<file path="src/rtl/sevenseg_scan_driver.sv">
// Purpose: time-multiplexed DIGITS-wide hex display driver for a common-anode seven-segment module.
// Latency: an/seg/dp are registered one cycle behind the slot/digit counters; new data appears at the next frame boundary.
// Backpressure: none. load is accepted every cycle, and the last load before a frame boundary wins.
module sevenseg_scan_driver #(
    parameter int DIGITS      = 4,
    parameter int REFRESH_DIV = 100000,
    parameter int BRIGHT_W    = 4
) (
    input  logic                  clk,
    input  logic                  rst_n,
    input  logic                  load,
    input  logic [4*DIGITS-1:0]   value,
    input  logic [DIGITS-1:0]     dp_in,
    input  logic [DIGITS-1:0]     digit_en,
    input  logic                  blank_lz,
    input  logic [BRIGHT_W-1:0]   brightness,
    output logic [DIGITS-1:0]     an,
    output logic [6:0]            seg,
    output logic                  dp,
    output logic                  frame_done
);

    localparam int CW = (REFRESH_DIV > 1) ? $clog2(REFRESH_DIV) : 1;
    localparam int IW = (DIGITS > 1) ? $clog2(DIGITS) : 1;
    // Wide enough that neither side of the brightness compare can overflow.
    localparam int PW = CW + BRIGHT_W + 1;

    typedef struct packed {
        logic [4*DIGITS-1:0] value;
        logic [DIGITS-1:0]   dp;
        logic [DIGITS-1:0]   en;
        logic                blz;
        logic [BRIGHT_W-1:0] bright;
    } buf_t;

    logic [CW-1:0]     r_slot;
    logic [IW-1:0]     r_idx;
    buf_t              r_pend;
    buf_t              r_act;
    logic [DIGITS-1:0] r_an;
    logic [6:0]        r_seg;
    logic              r_dp;
    logic              r_frame_done;

    buf_t              w_in;
    logic              w_slot_last;
    logic              w_idx_last;
    logic              w_fb;
    logic [DIGITS-1:0] w_lz_blank;
    logic [3:0]        w_nib;
    logic              w_bright_ok;
    logic              w_lit;

    // Active-high gfedcba pattern for one hex nibble.
    function automatic logic [6:0] hex7(input logic [3:0] n);
        logic [6:0] s;
        case (n)
            4'h0: s = 7'h3F;
            4'h1: s = 7'h06;
            4'h2: s = 7'h5B;
            4'h3: s = 7'h4F;
            4'h4: s = 7'h66;
            4'h5: s = 7'h6D;
            4'h6: s = 7'h7D;
            4'h7: s = 7'h07;
            4'h8: s = 7'h7F;
            4'h9: s = 7'h6F;
            4'hA: s = 7'h77;
            4'hB: s = 7'h7C;
            4'hC: s = 7'h39;
            4'hD: s = 7'h5E;
            4'hE: s = 7'h79;
            default: s = 7'h71;
        endcase
        return s;
    endfunction

    // Gather the capture inputs into one buffer image.
    always_comb begin
        w_in.value  = value;
        w_in.dp     = dp_in;
        w_in.en     = digit_en;
        w_in.blz    = blank_lz;
        w_in.bright = brightness;
    end

    assign w_slot_last = (r_slot == CW'(REFRESH_DIV - 1));
    assign w_idx_last  = (r_idx == IW'(DIGITS - 1));
    assign w_fb        = w_slot_last && w_idx_last;

    // Slot counter and digit index. A reset restarts the frame from digit 0.
    always_ff @(posedge clk) begin
        if (!rst_n) begin
            r_slot <= '0;
            r_idx  <= '0;
        end else if (w_slot_last) begin
            r_slot <= '0;
            r_idx  <= w_idx_last ? '0 : r_idx + IW'(1);
        end else begin
            r_slot <= r_slot + CW'(1);
        end
    end

    // Double buffer. The display reads only r_act, which changes only at a frame boundary.
    always_ff @(posedge clk) begin
        if (!rst_n) begin
            r_pend <= '0;
            r_act  <= '0;
        end else begin
            if (load) begin
                r_pend <= w_in;
            end
            if (w_fb) begin
                r_act <= load ? w_in : r_pend;
            end
        end
    end

    // Leading-zero mask. Walk down from the top digit while the nibbles stay zero. Digit 0 is never masked.
    always_comb begin
        logic v_zero_run;
        v_zero_run = 1'b1;
        w_lz_blank = '0;
        for (int i = DIGITS - 1; i >= 1; i--) begin
            v_zero_run    = v_zero_run & (r_act.value[4*i +: 4] == 4'h0);
            w_lz_blank[i] = r_act.blz & v_zero_run;
        end
    end

    assign w_nib = r_act.value[4*r_idx +: 4];

    // Duty-cycle window. Slot cycle 1 is always on, so the dimmest setting still shows one cycle.
    assign w_bright_ok = (r_slot == CW'(1)) ||
                         ((PW'(r_slot) << BRIGHT_W) <
                          ((PW'(r_act.bright) + PW'(1)) * PW'(REFRESH_DIV)));

    // Slot cycle 0 is dead time, so the previous anode is fully off before the next one drives.
    assign w_lit = r_act.en[r_idx] && !w_lz_blank[r_idx] && (r_slot != '0) && w_bright_ok;

    // Register all pins together, so anode, cathodes and dp switch on the same edge.
    always_ff @(posedge clk) begin
        if (!rst_n) begin
            r_an         <= '1;
            r_seg        <= 7'h7F;
            r_dp         <= 1'b1;
            r_frame_done <= 1'b0;
        end else begin
            r_frame_done <= w_fb;
            if (w_lit) begin
                r_an  <= ~(DIGITS'(1) << r_idx);
                r_seg <= ~hex7(w_nib);
                r_dp  <= ~r_act.dp[r_idx];
            end else begin
                r_an  <= '1;
                r_seg <= 7'h7F;
                r_dp  <= 1'b1;
            end
        end
    end

    assign an         = r_an;
    assign seg        = r_seg;
    assign dp         = r_dp;
    assign frame_done = r_frame_done;

endmodule

</file>
<file path="config.mk">
export PLATFORM = sky130hd
export DESIGN_NAME = sevenseg_scan_driver
export DESIGN_NICKNAME = d
export VERILOG_FILES = /design/src/rtl/sevenseg_scan_driver.sv
export SDC_FILE = /design/constraint.sdc
export NUM_CORES = 1
export LEC_CHECK = 0
export CAP_MARGIN = 20
export CORE_MARGIN = 5
export CORE_UTILIZATION = 40
export CTS_BUF_LIST = sky130_fd_sc_hd__clkbuf_8
export DETAILED_ROUTE_END_ITERATION = 8
export DONT_BUFFER_PORTS = 1
export GPL_TIMING_DRIVEN = 0
export SLEW_MARGIN = 20
export SYNTH_ARGS = -nofsm -noshare
export SYNTH_HDL_FRONTEND = slang
export SYNTH_SLANG_ARGS = --single-unit
</file>
<file path="constraint.sdc">
create_clock -name clk -period 5.9 [get_ports clk]
set_clock_uncertainty 0.05 [all_clocks]
set_input_delay 0.885 -clock clk [delete_from_list [all_inputs] [get_ports clk]]
set_output_delay 0.885 -clock clk [all_outputs]
set_load 0.01 [all_outputs]
</file>
Yosys cells after proc, flatten, opt, wreduce, memory -nomap -nowiden --
Memory sizes are Yosys's and may differ from the RTL's. Index checks and enable logic that the tools add are counted.
Storage, ports and cells: flip-flop bits (word level) 90, bits in read-only memories 112, input port bits 32, output and inout port bits 13, logic and storage cells 59, memories 1
Operators by class: $add $sub $neg 3, multipliers 1, $lt $le $gt $ge 2, eq/ne operators 3, shifts and indexed selects 2, muxes and demuxes 10, bitwise operators 9, reduce and logical (&&, ||, !) cells 12
Memory list:
- (no name shown) | words 16, bits a word 7, read ports 1, clocked after Yosys merged registers in 0, wr ports 0, line 57 | case (n)
Operators with widths (number):
- 29-bit two-way mux | 1
- 21-bit by 22-bit less-than comparator with 1-bit output | 1
- 17-bit by 1-bit adder with 17-bit output, second input constant | 1
- 17-bit by 1-bit equality test with 1-bit output, second input constant | 1
- 17-bit equality test, second input constant | 1
- 5-bit by 12-bit multiplier with 17-bit output, second input constant | 1
- 17-bit nonzero test | 1
- 16-bit by 5-bit indexed part select with 4-bit output | 1
- 7-bit two-way mux | 2
- 4-bit logical NOT | 3
- 7-bit NOT | 1
- 1-bit binary-select mux with 2-bit select | 3
- 4-bit by 1-bit adder with 5-bit output, second input constant | 1
- 1-bit AND | 5
- 1-bit logical AND | 4
- 4-bit NOT | 1
- 1-bit by 2-bit << shifter with 4-bit output, first input constant | 1
- 2-bit by 3-bit less-than comparator with 1-bit output, second input constant | 1
- 1-bit two-way mux | 3
- 2-bit by 1-bit adder with 2-bit output, second input constant | 1
- 2-bit equality test, second input constant | 1
- 2-bit two-way mux | 1
- 1-bit NOT | 2
- 2-bit AND reduction | 1
- 3 further kinds | 3

Longest topological paths before layout --
Gate-level depths: netlist of run 1.
depth in word-level cells 13, mapped depth 21, gate-level depth less buffers 20

Worst setup path after synthesis of run 1 --
OpenSTA, ideal clock, no wires.
kind flip-flop to flip-flop, start point reg r_act[0] (netlist bit), end point reg r_seg[3], in the netlist seg[3], setup time 0.079 ns, arrival 4.334 ns, required time 5.771 ns, setup slack 1.437 ns, stages on the path, launching flop included 20, path buffers 1, clock period less this slack 4.463 ns, cells stage by stage dfxtp_1 ha_1 xor2_1 ha_1 xnor2_1 ha_1 ha_1 ha_1 a21o_1 a21oi_1 o211ai_1 a31oi_1 nor4b_1 nor3b_1 ha_1 o2111ai_1 a221oi_1 o22ai_2 buf_4 o221ai_2
Between the ends: word-level cells in the longest chain between the ends 6
Ends and longest elaborated chain:
- from (decl) | line 39 | buf_t r_act;
- from (signal assigned) | line 114 | r_act <= load ? w_in : r_pend;
- 4-bit by 1-bit adder with 5-bit output | line 135 | ((PW'(r_act.bright) + PW'(1)) * PW'(REFRESH_DIV)));
- 5-bit by 12-bit multiplier with 17-bit output | line 135
- 21-bit by 22-bit less-than comparator with 1-bit output | line 134 | ((PW'(r_slot) << BRIGHT_W) <
- 1-bit logical OR | line 133 | assign w_bright_ok = (r_slot == CW'(1)) ||
- 1-bit logical AND | line 138 | assign w_lit = r_act.en[r_idx] && !w_lz_blank[r_idx] && (r_slot != '0) && w_bright_ok;
- 2-bit AND reduction (no source line)
- to (signal assigned) | line 151 | r_seg <= ~hex7(w_nib);
- to (decl) | line 41 | logic [6:0] r_seg;
Every way passes these cells. A chain may end at the register's enable or synchronous reset.

Worst setup path after layout of run 1 --
Ends and elaborated chain as after synthesis.

==> results of run 1 <==
==> power groups by stage <==
stage | registers, mW | logic [mW] | clock network [mW]
4_1_cts | 0.627 | 0.0500 | 0.431
6_report | 0.626 | 0.0494 | 0.414
5_1_grt | 0.628 | 0.0565 | 0.454
2_1_floorplan | 0.639 | 0.0386 | 0
3_5_place_dp | 0.641 | 0.0499 | 0
3_3_place_gp | 0.640 | 0.0487 | 0
==> metrics by stage <==
stage	instance area (um^2)	hold WS, ns	std cells	setup slack, ns
after CTS	5360	0.416	726	0.586
after detailed placement	5170	0.392	710	0.622
after global routing	5360	0.433	726	0.133
after global placement	5170	0.386	710	0.704
final	5360	0.413	726	0.579
after floorplan	4960	0.370	542	1.44
==> worst min-delay path, cell delays in order (launching register included) <==
cell and delay, ns:
dfxtp_1 0.34, nand2_1 0.05, o21ai_0 0.05
==> sequential cells by signal (all words and copies together), names as in the netlist <==
register / count
an: 4
dp: 1
frame_done: 1
r_act: 29
r_idx: 2
r_pend: 29
r_slot: 17
seg: 7
==> cell usage after synthesis, drive strengths merged, types with 7 or more instances <==
cell type | n | area [um^2]
dfxtp | 90 | 1800
xor2 | 16 | 140
o21ai | 53 | 265
nor3 | 7 | 40.0
nand3 | 15 | 80.1
xnor2 | 15 | 131
ha | 59 | 738
a21oi | 13 | 68.8
mux2i | 36 | 360
inv | 30 | 113
nor4 | 8 | 80.1
nand2 | 56 | 213
clkbuf | 12 | 45.0
buf | 8 | 46.3
nor2 | 52 | 195
==> worst paths after layout <==
kind         cells past startpoint  slack, ns         to
max                             19       0.58     seg[3]
min                              2       0.41  r_act[10]
max reg2reg                     19       0.58     seg[3]
min reg2reg                      2       0.41  r_act[10]
==> logic make-up after synthesis <==
logic type                 after synthesis
AOI/OAI and AO/OA                       98
muxes                                   43
DFF                                     90
buffers and inverters                   51
and+or+nand+nor                        169
xor gates and xnor gates                31
adders and majority gates               60
==> cell type report <==
cell class / count / area share
multi-input combinational: 401 / 0.550
tap: 168 / 0.0392
clock buffer: 10 / 0.0257
buffer: 20 / 0.0170
inverter: 31 / 0.0217
sequential: 90 / 0.336
clock inverter: 6 / 0.0100
==> metal layers <==
metal  up-vias  track usage  wire length [um]
li1       1931            -                 -
met1      1794        0.214              5370
met2        93        0.232              4730
met3        23       0.0452               557
met4         0       0.0637               293
met5         -            0                 0
==> results.py, run 1 <==
metrics = {
    "timing": {
        "setup_viol": 0,
        "tightestPinTransition_ns": 0.696,
        "min_period_ns": 5.32,
        "fin_tns_setup_ns": 0,
        "max_slew_margin": 0.536,
        "min_period_over_period": 0.902,
        "rsz0062_at_grt": "false",
        "maxSlewViolCount": 0,
        "fmaxAchievable_ghz": 0.188,
        "hold_viol": 0,
    },
    "logic_synthesis": {
        "ys_ff_latch": 90,
        "synth_fp_nets": 634,
        "synth_xor_area_frac": 0.0547,
        "synth-edff-count": 0,
        "synth-simple-area-share": 0.169,
        "yosysWarnings": 0,
        "synthCells": 542,
        "synth_fa_ha_area_frac": 0.153,
        "synthesis.area_um2": 4960,
        "synth_area_per_cell_um2": 9.15,
        "synthFlopType": "dfxtp_1",
        "synthDistinctLibCells": 55,
        "synth_top_family_by_area": "simple AND/OR/NAND/NOR gates",
        "synth_mux_area_frac": 0.0976,
        "ys_seq_area_frac": 0.363,
        "synth-async-reset-ratio": 0,
        "synth_compound_area_frac": 0.121,
    },
    "clocking": {
        "cts_hold_buf": 0,
        "cts_resized": 0,
        "clk_pin_slew_ns": 0.09,
        "cts_buffers": 9,
        "clockBufferDepth": 2,
        "cts_root_buf": "clkbuf_8",
        "cts_tree": "yes",
        "cts.sinks": 90,
        "postCtsSetupBuffers": 0,
        "h-tree-depth": 3,
        "insertion_delay_ns": 0.37,
    },
    "power": {
        "p_clk_frac": 0.380,
        "pwr-share-seq": 0.575,
        "internal_power_uw": 812,
        "leakagePower_nw": 2.22,
        "ir_drop_mv": 0.193,
        "combPwrFrac": 0.045,
        "power_mw": 1.09,
        "p_switching_uw": 278,
        "sw_frac_of_total": 0.255,
        "p_per_area_nw_per_um2": 203,
    },
    "grt": {
        "grt_pass1_wl_um": 18500,
        "grt-ovfl-total": 0,
        "groute.usage.overall": 0.157,
        "grt_pass1_vias": 3801,
        "grt_max_degree": 18,
        "antenna_found_initial": 0,
    },
    "die": {
        "initial_utilization": 0.411,
        "ios": 45,
        "coreArea_um2": 12100,
        "die_h_um": 121,
        "die_area_um2": 14700,
        "die_w_um": 121,
        "placementRows": 40,
    },
    "finish": {
        "final-seq-area_um2": 1800,
        "fill_cells": 1183,
        "antenna_cells": 0,
        "drive_gt1_frac": 0.0771,
        "multiInputGateArea_um2": 2950,
        "layout_common_cells": "dfxtp_1, ha_1, nand2_1",
        "areaGrowthSynthToFinish_pct": 8.10,
        "nNetsFinal": 645,
        "final_core_util": 0.445,
        "final_common_cell": "dfxtp_1",
    },
    "route": {
        "viasPerCell": 5.29,
        "vias": 3841,
        "drtIter0Drc": 141,
        "wl_per_cell_um": 15.1,
        "dr.pass1.iters": 4,
        "drc": 0,
        "ant_nets": 0,
        "drt_wl_total_um": 11000,
    },
    "worst_setup_path": {
        "worstReg2RegStart": "r_act[0]",
        "critPathTopFamily": "adder cells",
        "worst-setup-path-type": "reg2reg",
        "cp_max_fo": 10,
        "crit_buf_inv": 1,
        "critical-path-max-stage-delay_ns": 0.54,
        "cp-end-kind": "register",
        "arrival_ns": 5.57,
        "startpoint_type": "register",
        "crit_required_ns": 6.15,
        "cp_cell_sequence": "ha_1 > xor2_1 > ha_1 > xnor2_1 > ha_1 > ha_1 > ha_1 > a21o_1 > a21oi_1 > o211ai_1 > a31oi_1 > nor4b_1 > nor3b_1 > ha_1 > o2111ai_1 > a221oi_1 > o22ai_2 > buf_4 > o221ai_2",
        "crit_path_frequent_cell": "ha_1",
        "crit_start": "r_act[0]",
        "worst_path_max_delay_cell": "dfxtp_1",
    },
    "worst_hold_path": {
        "hp-start": "r_act[10]",
        "hp-class": "reg2reg",
    },
    "place": {
        "dp_hpwl_um": 8590,
        "place_congestion": 0.835,
        "numPortBuffers": 0,
    },
    "job": {
        "maxCapViolCount": 0,
    },
    "run_status": {
        "status": "completed",
    },
}
Note: power is estimated with default switching activity, not from simulation.
==> run 2: changes to the inputs <==
--- a/config.mk
+++ b/config.mk
@@ -11,7 +11,9 @@
 export CTS_BUF_LIST = sky130_fd_sc_hd__clkbuf_8
 export DETAILED_ROUTE_END_ITERATION = 8
 export DONT_BUFFER_PORTS = 1
+export GPL_ROUTABILITY_DRIVEN = 0
 export GPL_TIMING_DRIVEN = 0
+export HOLD_SLACK_MARGIN = 0.06
 export SLEW_MARGIN = 20
 export SYNTH_ARGS = -nofsm -noshare
 export SYNTH_HDL_FRONTEND = slang
==> constraint.sdc (replaced) <==
create_clock -name clk -period 4.7 [get_ports clk]
set_clock_uncertainty 0.05 [all_clocks]
set_input_delay 0.705 -clock clk [delete_from_list [all_inputs] [get_ports clk]]
set_output_delay 0.705 -clock clk [all_outputs]
set_load 0.01 [all_outputs]
==> run 2 against run 1 <==
  * Final cell count up 1.4%
  * Non-clock buffer count rose by 10
  * Critical path type unchanged
  * Hold slack worse by 0.0020 ns
  * Largest power group unchanged
  * Largest cell class unchanged
==> results.py, run 2 (same netlist as run 1, synthesis figures left out) <==
metrics = {
    "timing": {
        "setup_viol": 0,
        "min_period_over_period": 0.955,
        "maxSlewViolCount": 0,
        "hold_viol": 0,
        "min_period_ns": 4.49,
        "fmaxAchievable_ghz": 0.223,
        "tightestPinTransition_ns": 0.698,
        "setup_ws_ns": 0.211,
        "max_slew_margin": 0.535,
    },
    "power": {
        "leakagePower_nw": 2.29,
        "power_mw": 1.37,
        "p_per_area_nw_per_um2": 243,
        "ir_drop_mv": 0.242,
    },
    "clocking": {
        "clockBufferDepth": 2,
        "cts_root_buf": "clkbuf_8",
        "insertion_delay_ns": 0.37,
        "clk_pin_slew_ns": 0.09,
        "h-tree-depth": 3,
        "cts_tree": "yes",
        "cts.sinks": 90,
        "cts_buffers": 9,
    },
    "route": {
        "wl_per_cell_um": 15.2,
        "dr.pass1.iters": 4,
        "viasPerCell": 5.24,
        "drt_wl_total_um": 11200,
        "drtIter0Drc": 137,
        "ant_nets": 0,
        "vias": 3856,
        "drc": 0,
    },
    "worst_setup_path": {
        "worst_path_max_delay_cell": "fa_1",
        "crit_required_ns": 4.94,
        "startpoint_type": "register",
        "critPathTopFamily": "adder cells",
        "cp_cell_sequence": "ha_2 > xor2_2 > buf_4 > ha_1 > inv_1 > fa_1 > inv_1 > ha_2 > a21o_1 > a21oi_4 > o211ai_1 > a31oi_2 > nor4b_4 > nor3b_2 > ha_1 > o2111ai_2 > a221oi_2 > o22ai_4 > buf_4 > o221ai_1",
        "cp-end-kind": "register",
        "arrival_ns": 4.73,
        "cp_max_fo": 6,
        "worst-setup-path-type": "reg2reg",
        "critical-path-max-stage-delay_ns": 0.51,
        "crit_buf_inv": 4,
    },
    "finish": {
        "fill_cells": 1157,
        "layout_common_cells": "dfxtp_1, nand2_1, nor2_1, ha_1, o21ai_0",
        "drive_gt1_frac": 0.141,
        "final_common_cell": "dfxtp_1",
        "final_core_util": 0.466,
        "design_area_um2": 5630,
        "areaGrowthSynthToFinish_pct": 13.4,
        "top_regs": "r_act: 29 flops, r_pend: 29 flops, r_slot: 17 flops",
        "nNetsFinal": 655,
        "antenna_cells": 0,
    },
    "run_status": {
        "status": "completed",
    },
    "place": {
        "place_ws_ns": -0.578,
        "dpl_cell_area_um2": 5170,
        "dp_hpwl_um": 8590,
        "numPortBuffers": 0,
    },
    "die": {
        "die_h_um": 121,
        "coreArea_um2": 12100,
        "placementRows": 40,
        "ios": 45,
        "die_w_um": 121,
        "die_area_um2": 14700,
        "initial_utilization": 0.411,
    },
    "job": {
        "maxCapViolCount": 0,
    },
    "worst_hold_path": {
        "hp-class": "reg2reg",
    },
    "grt": {
        "grt_max_degree": 18,
        "antenna_found_initial": 0,
        "grt_pass1_vias": 3852,
        "grt-ovfl-total": 0,
        "groute.usage.overall": 0.159,
        "grt_pass1_wl_um": 18800,
    },
}
==> run 2: changes by cell type in the layout (fill, tap and decap cells not counted), sizes merged <==
cell and change:
buf +10
==> run 2: final timing paths <==
path,startpoint,end,slack [ns],cells after the start
worst min register to register,r_act[10],r_act[10],0.41,2
worst max-delay path,r_act[0],seg[2],0.21,20
worst min-delay path,r_act[10],r_act[10],0.41,2
worst max register to register,r_act[0],seg[2],0.21,20
==> run 2: per-stage QoR <==
stage / TNS (ns) / instances / hold slack, ns
after floorplan: 0 / 542 / 0.370
after CTS: 0 / 729 / 0.401
after global placement: -5.30 / 710 / 0.386
after global routing: -0.0443 / 736 / 0.433
after detailed placement: -6.29 / 710 / 0.392
final: 0 / 736 / 0.411
==> run 2: tightest hold or removal path: cells and delay by family (launching register included) <==
family / cells / cell delay [ns]
AOI/OAI and AO/OA: 1 / 0.05
DFF: 1 / 0.34
and+or+nand+nor: 1 / 0.04
==> run 2: layer usage <==
layer	track usage	share of wire	vias to the layer above
li1	-	-	1951
met1	0.215	0.48	1792
met2	0.239	0.44	89
met3	0.0448	0.053	24
met4	0.0644	0.026	0
met5	0	0	-
==> run 2: timing repair <==
item | 4_1_cts | 5_1_grt
pin swaps | 3 | 16
setup buffers | 2 | 7
cloned | 1 | 0
setup endpoints to repair | 12 | 12
hold buffers | 0 | 0
resized for setup | 17 | 20
==> run 2: final cells by class <==
| class | instances | area, um^2 | area share |
|---|---|---|---|
| Sequential cell | 90 | 1810 | 0.321 |
| Timing Repair Buffer | 10 | 75.1 | 0.0133 |
| Tap cell | 168 | 210 | 0.0374 |
| Buffer | 20 | 95.1 | 0.0169 |
| Clock buffer | 10 | 138 | 0.0245 |
| Clock inverter | 6 | 53.8 | 0.00956 |
| Inverter | 31 | 116 | 0.0207 |
| Multi-Input combinational cell | 401 | 3130 | 0.556 |
==> run 2: where the power goes <==
group | internal, mW | total (mW) | leakage, nW | switching, mW
Clock | 0.218 | 0.521 | 0.0962 | 0.303
Sequential | 0.778 | 0.786 | 0.734 | 0.00780
Combinational | 0.0234 | 0.0621 | 1.46 | 0.0387
Total | 1.02 | 1.37 | 2.29 | 0.349
==> run 3: changes to the inputs <==
--- a/config.mk
+++ b/config.mk
@@ -9,11 +9,13 @@
 export CORE_MARGIN = 5
 export CORE_UTILIZATION = 40
 export CTS_BUF_LIST = sky130_fd_sc_hd__clkbuf_8
+export CTS_CLUSTER_SIZE = 28
 export DETAILED_ROUTE_END_ITERATION = 8
 export DONT_BUFFER_PORTS = 1
 export GPL_ROUTABILITY_DRIVEN = 0
 export GPL_TIMING_DRIVEN = 0
 export HOLD_SLACK_MARGIN = 0.06
+export PLACE_DENSITY = 0.63
 export SLEW_MARGIN = 20
 export SYNTH_ARGS = -nofsm -noshare
 export SYNTH_HDL_FRONTEND = slang
==> run 3 against run 2 <==
  * Sequential power about the same
  * Largest cell class unchanged
  * Fmax decreased by 0.74%
  * Final cell count decreased by 0.27%
  * Highest routed layer unchanged
  * Die area unchanged
  * Largest power group unchanged
  * Clock power increased by 4.6%
  * Critical path depth unchanged
==> results.py, run 3 (same netlist as run 1, synthesis figures left out) <==
metrics = {
    "run_status": {
        "status": "completed",
    },
    "route": {
        "drt_wl_total_um": 11100,
        "viasPerCell": 5.26,
        "wl_per_cell_um": 15.1,
        "drtIter0Drc": 185,
        "vias": 3860,
        "drc": 0,
        "dr.pass1.iters": 4,
        "ant_nets": 0,
    },
    "finish": {
        "final_core_util": 0.463,
        "top_regs": "r_act: 29 flops, r_pend: 29 flops, r_slot: 17 flops",
        "antenna_cells": 0,
        "nNetsFinal": 653,
        "final_common_cell": "dfxtp_1",
        "finalNonFillerCells": 734,
        "areaGrowthSynthToFinish_pct": 12.6,
        "drive_gt1_frac": 0.131,
        "layout_common_cells": "dfxtp_1, nand2_1, ha_1",
        "fill_cells": 1148,
    },
    "grt": {
        "grt_pass1_wl_um": 18400,
        "groute.usage.overall": 0.155,
        "grt_pass1_vias": 3889,
        "antenna_found_initial": 0,
        "grt_max_degree": 18,
        "grt-ovfl-total": 0,
    },
    "worst_hold_path": {
        "hp-class": "reg2reg",
    },
    "die": {
        "die_h_um": 121,
        "initial_utilization": 0.411,
        "coreArea_um2": 12100,
        "placementRows": 40,
        "ios": 45,
        "die_area_um2": 14700,
        "die_w_um": 121,
    },
    "worst_setup_path": {
        "reg2reg_depth": 20,
        "crit_start": "r_act[0]",
        "cp-end-kind": "register",
        "worst-setup-path-type": "reg2reg",
        "worstReg2RegStart": "r_act[0]",
        "endpoint": "seg[2]",
        "arrival_ns": 4.70,
        "startpoint_type": "register",
        "crit_required_ns": 4.87,
        "reg2reg_to": "seg[2]",
        "cp_max_fo": 7,
        "rrSetupSlack_ns": 0.18,
    },
    "timing": {
        "maxSlewViolCount": 0,
        "tightestPinTransition_ns": 0.718,
        "fmaxAchievable_ghz": 0.221,
        "hold_viol": 0,
        "min_period_ns": 4.52,
        "min_period_over_period": 0.962,
        "fin_hold_ws_ns": 0.409,
        "max_slew_margin": 0.521,
        "setup_viol": 0,
    },
    "clocking": {
        "h-tree-depth": 3,
        "cts_tree": "yes",
        "cts_buffers": 9,
        "clockBufferDepth": 2,
        "clk_pin_slew_ns": 0.09,
        "cts_root_buf": "clkbuf_8",
        "cts_hold_buf": 0,
        "cts.sinks": 90,
        "insertion_delay_ns": 0.36,
    },
    "job": {
        "maxCapViolCount": 0,
    },
    "power": {
        "leakagePower_nw": 2.28,
        "power_mw": 1.39,
        "p_per_area_nw_per_um2": 249,
        "ir_drop_mv": 0.203,
    },
    "place": {
        "dpl.cell_count": 710,
        "dp_hpwl_um": 8550,
        "numPortBuffers": 0,
    },
}
-- run 3: worst min-delay path by stage --
stage	start	end	slack (ns)	cells after the start
after floorplan	r_act[11]	r_act[11]	0.37	2
after global placement	r_act[7]	r_act[7]	0.38	2
after detailed placement	r_act[7]	r_act[7]	0.39	2
after CTS	r_act[7]	r_act[7]	0.41	2
after global routing	rst_n	r_slot[1]	0.42	1
final	r_act[7]	r_act[7]	0.41	2
-- run 3: worst max-delay path, cell delays in order (launching register included) --
cell and delay [ns]:
dfxtp_4 0.39, ha_2 0.21, and3_2 0.25, ha_1 0.32, inv_1 0.07, fa_1 0.53, inv_1 0.07, ha_1 0.23
a21o_1 0.19, a21oi_2 0.17, o211ai_1 0.15, a31oi_2 0.26, buf_4 0.16, nor4_2 0.04, nor3b_2 0.23, ha_1 0.30
a211oi_2 0.19, nand4b_1 0.13, o22ai_2 0.18, buf_4 0.16, o221ai_1 0.13
-- run 3: cell type report --
cell class | count | area, um^2 | share of cell area
clock inverters | 7 | 82.6 | 0.0148
clock buffers | 9 | 124 | 0.0222
repair buffers | 8 | 60.1 | 0.0108
well taps | 168 | 210 | 0.0376
plain buffers | 20 | 95.1 | 0.0170
inverters | 31 | 116 | 0.0208
flip-flops and latches | 90 | 1810 | 0.324
multi-input cells | 401 | 3090 | 0.553
-- run 3: metrics by stage --
step | TNS [ns] | cell area (um^2) | worst slack [ns]
floorplan | 0 | 4960 | 0.237
global placement | -4.03 | 5170 | -0.403
detailed placement | -5.04 | 5170 | -0.472
CTS | 0 | 5470 | 0.0182
global route | -0.0748 | 5580 | -0.0368
finish | 0 | 5580 | 0.178
-- run 3: timing repair --
item / CTS / global route
setup buffers: 3 / 5
setup endpoints to repair: 12 / 12
pin swaps: 2 / 9
gates resized for setup: 14 / 16
-- run 3: report_power, final --
group | internal [mW] | leakage [nW] | total (mW) | switching (mW)
logic | 0.0235 | 1.44 | 0.0622 | 0.0388
registers | 0.778 | 0.733 | 0.785 | 0.00742
clock network | 0.256 | 0.104 | 0.545 | 0.289
-- run 3: metal layers --
layer / global-route usage / up-vias / routed length (um)
met5: 0 / - / 0
met4: 0.0518 / 0 / 158
met3: 0.0382 / 14 / 535
met2: 0.251 / 92 / 5100
met1: 0.201 / 1807 / 5270
li1: - / 1947 / -
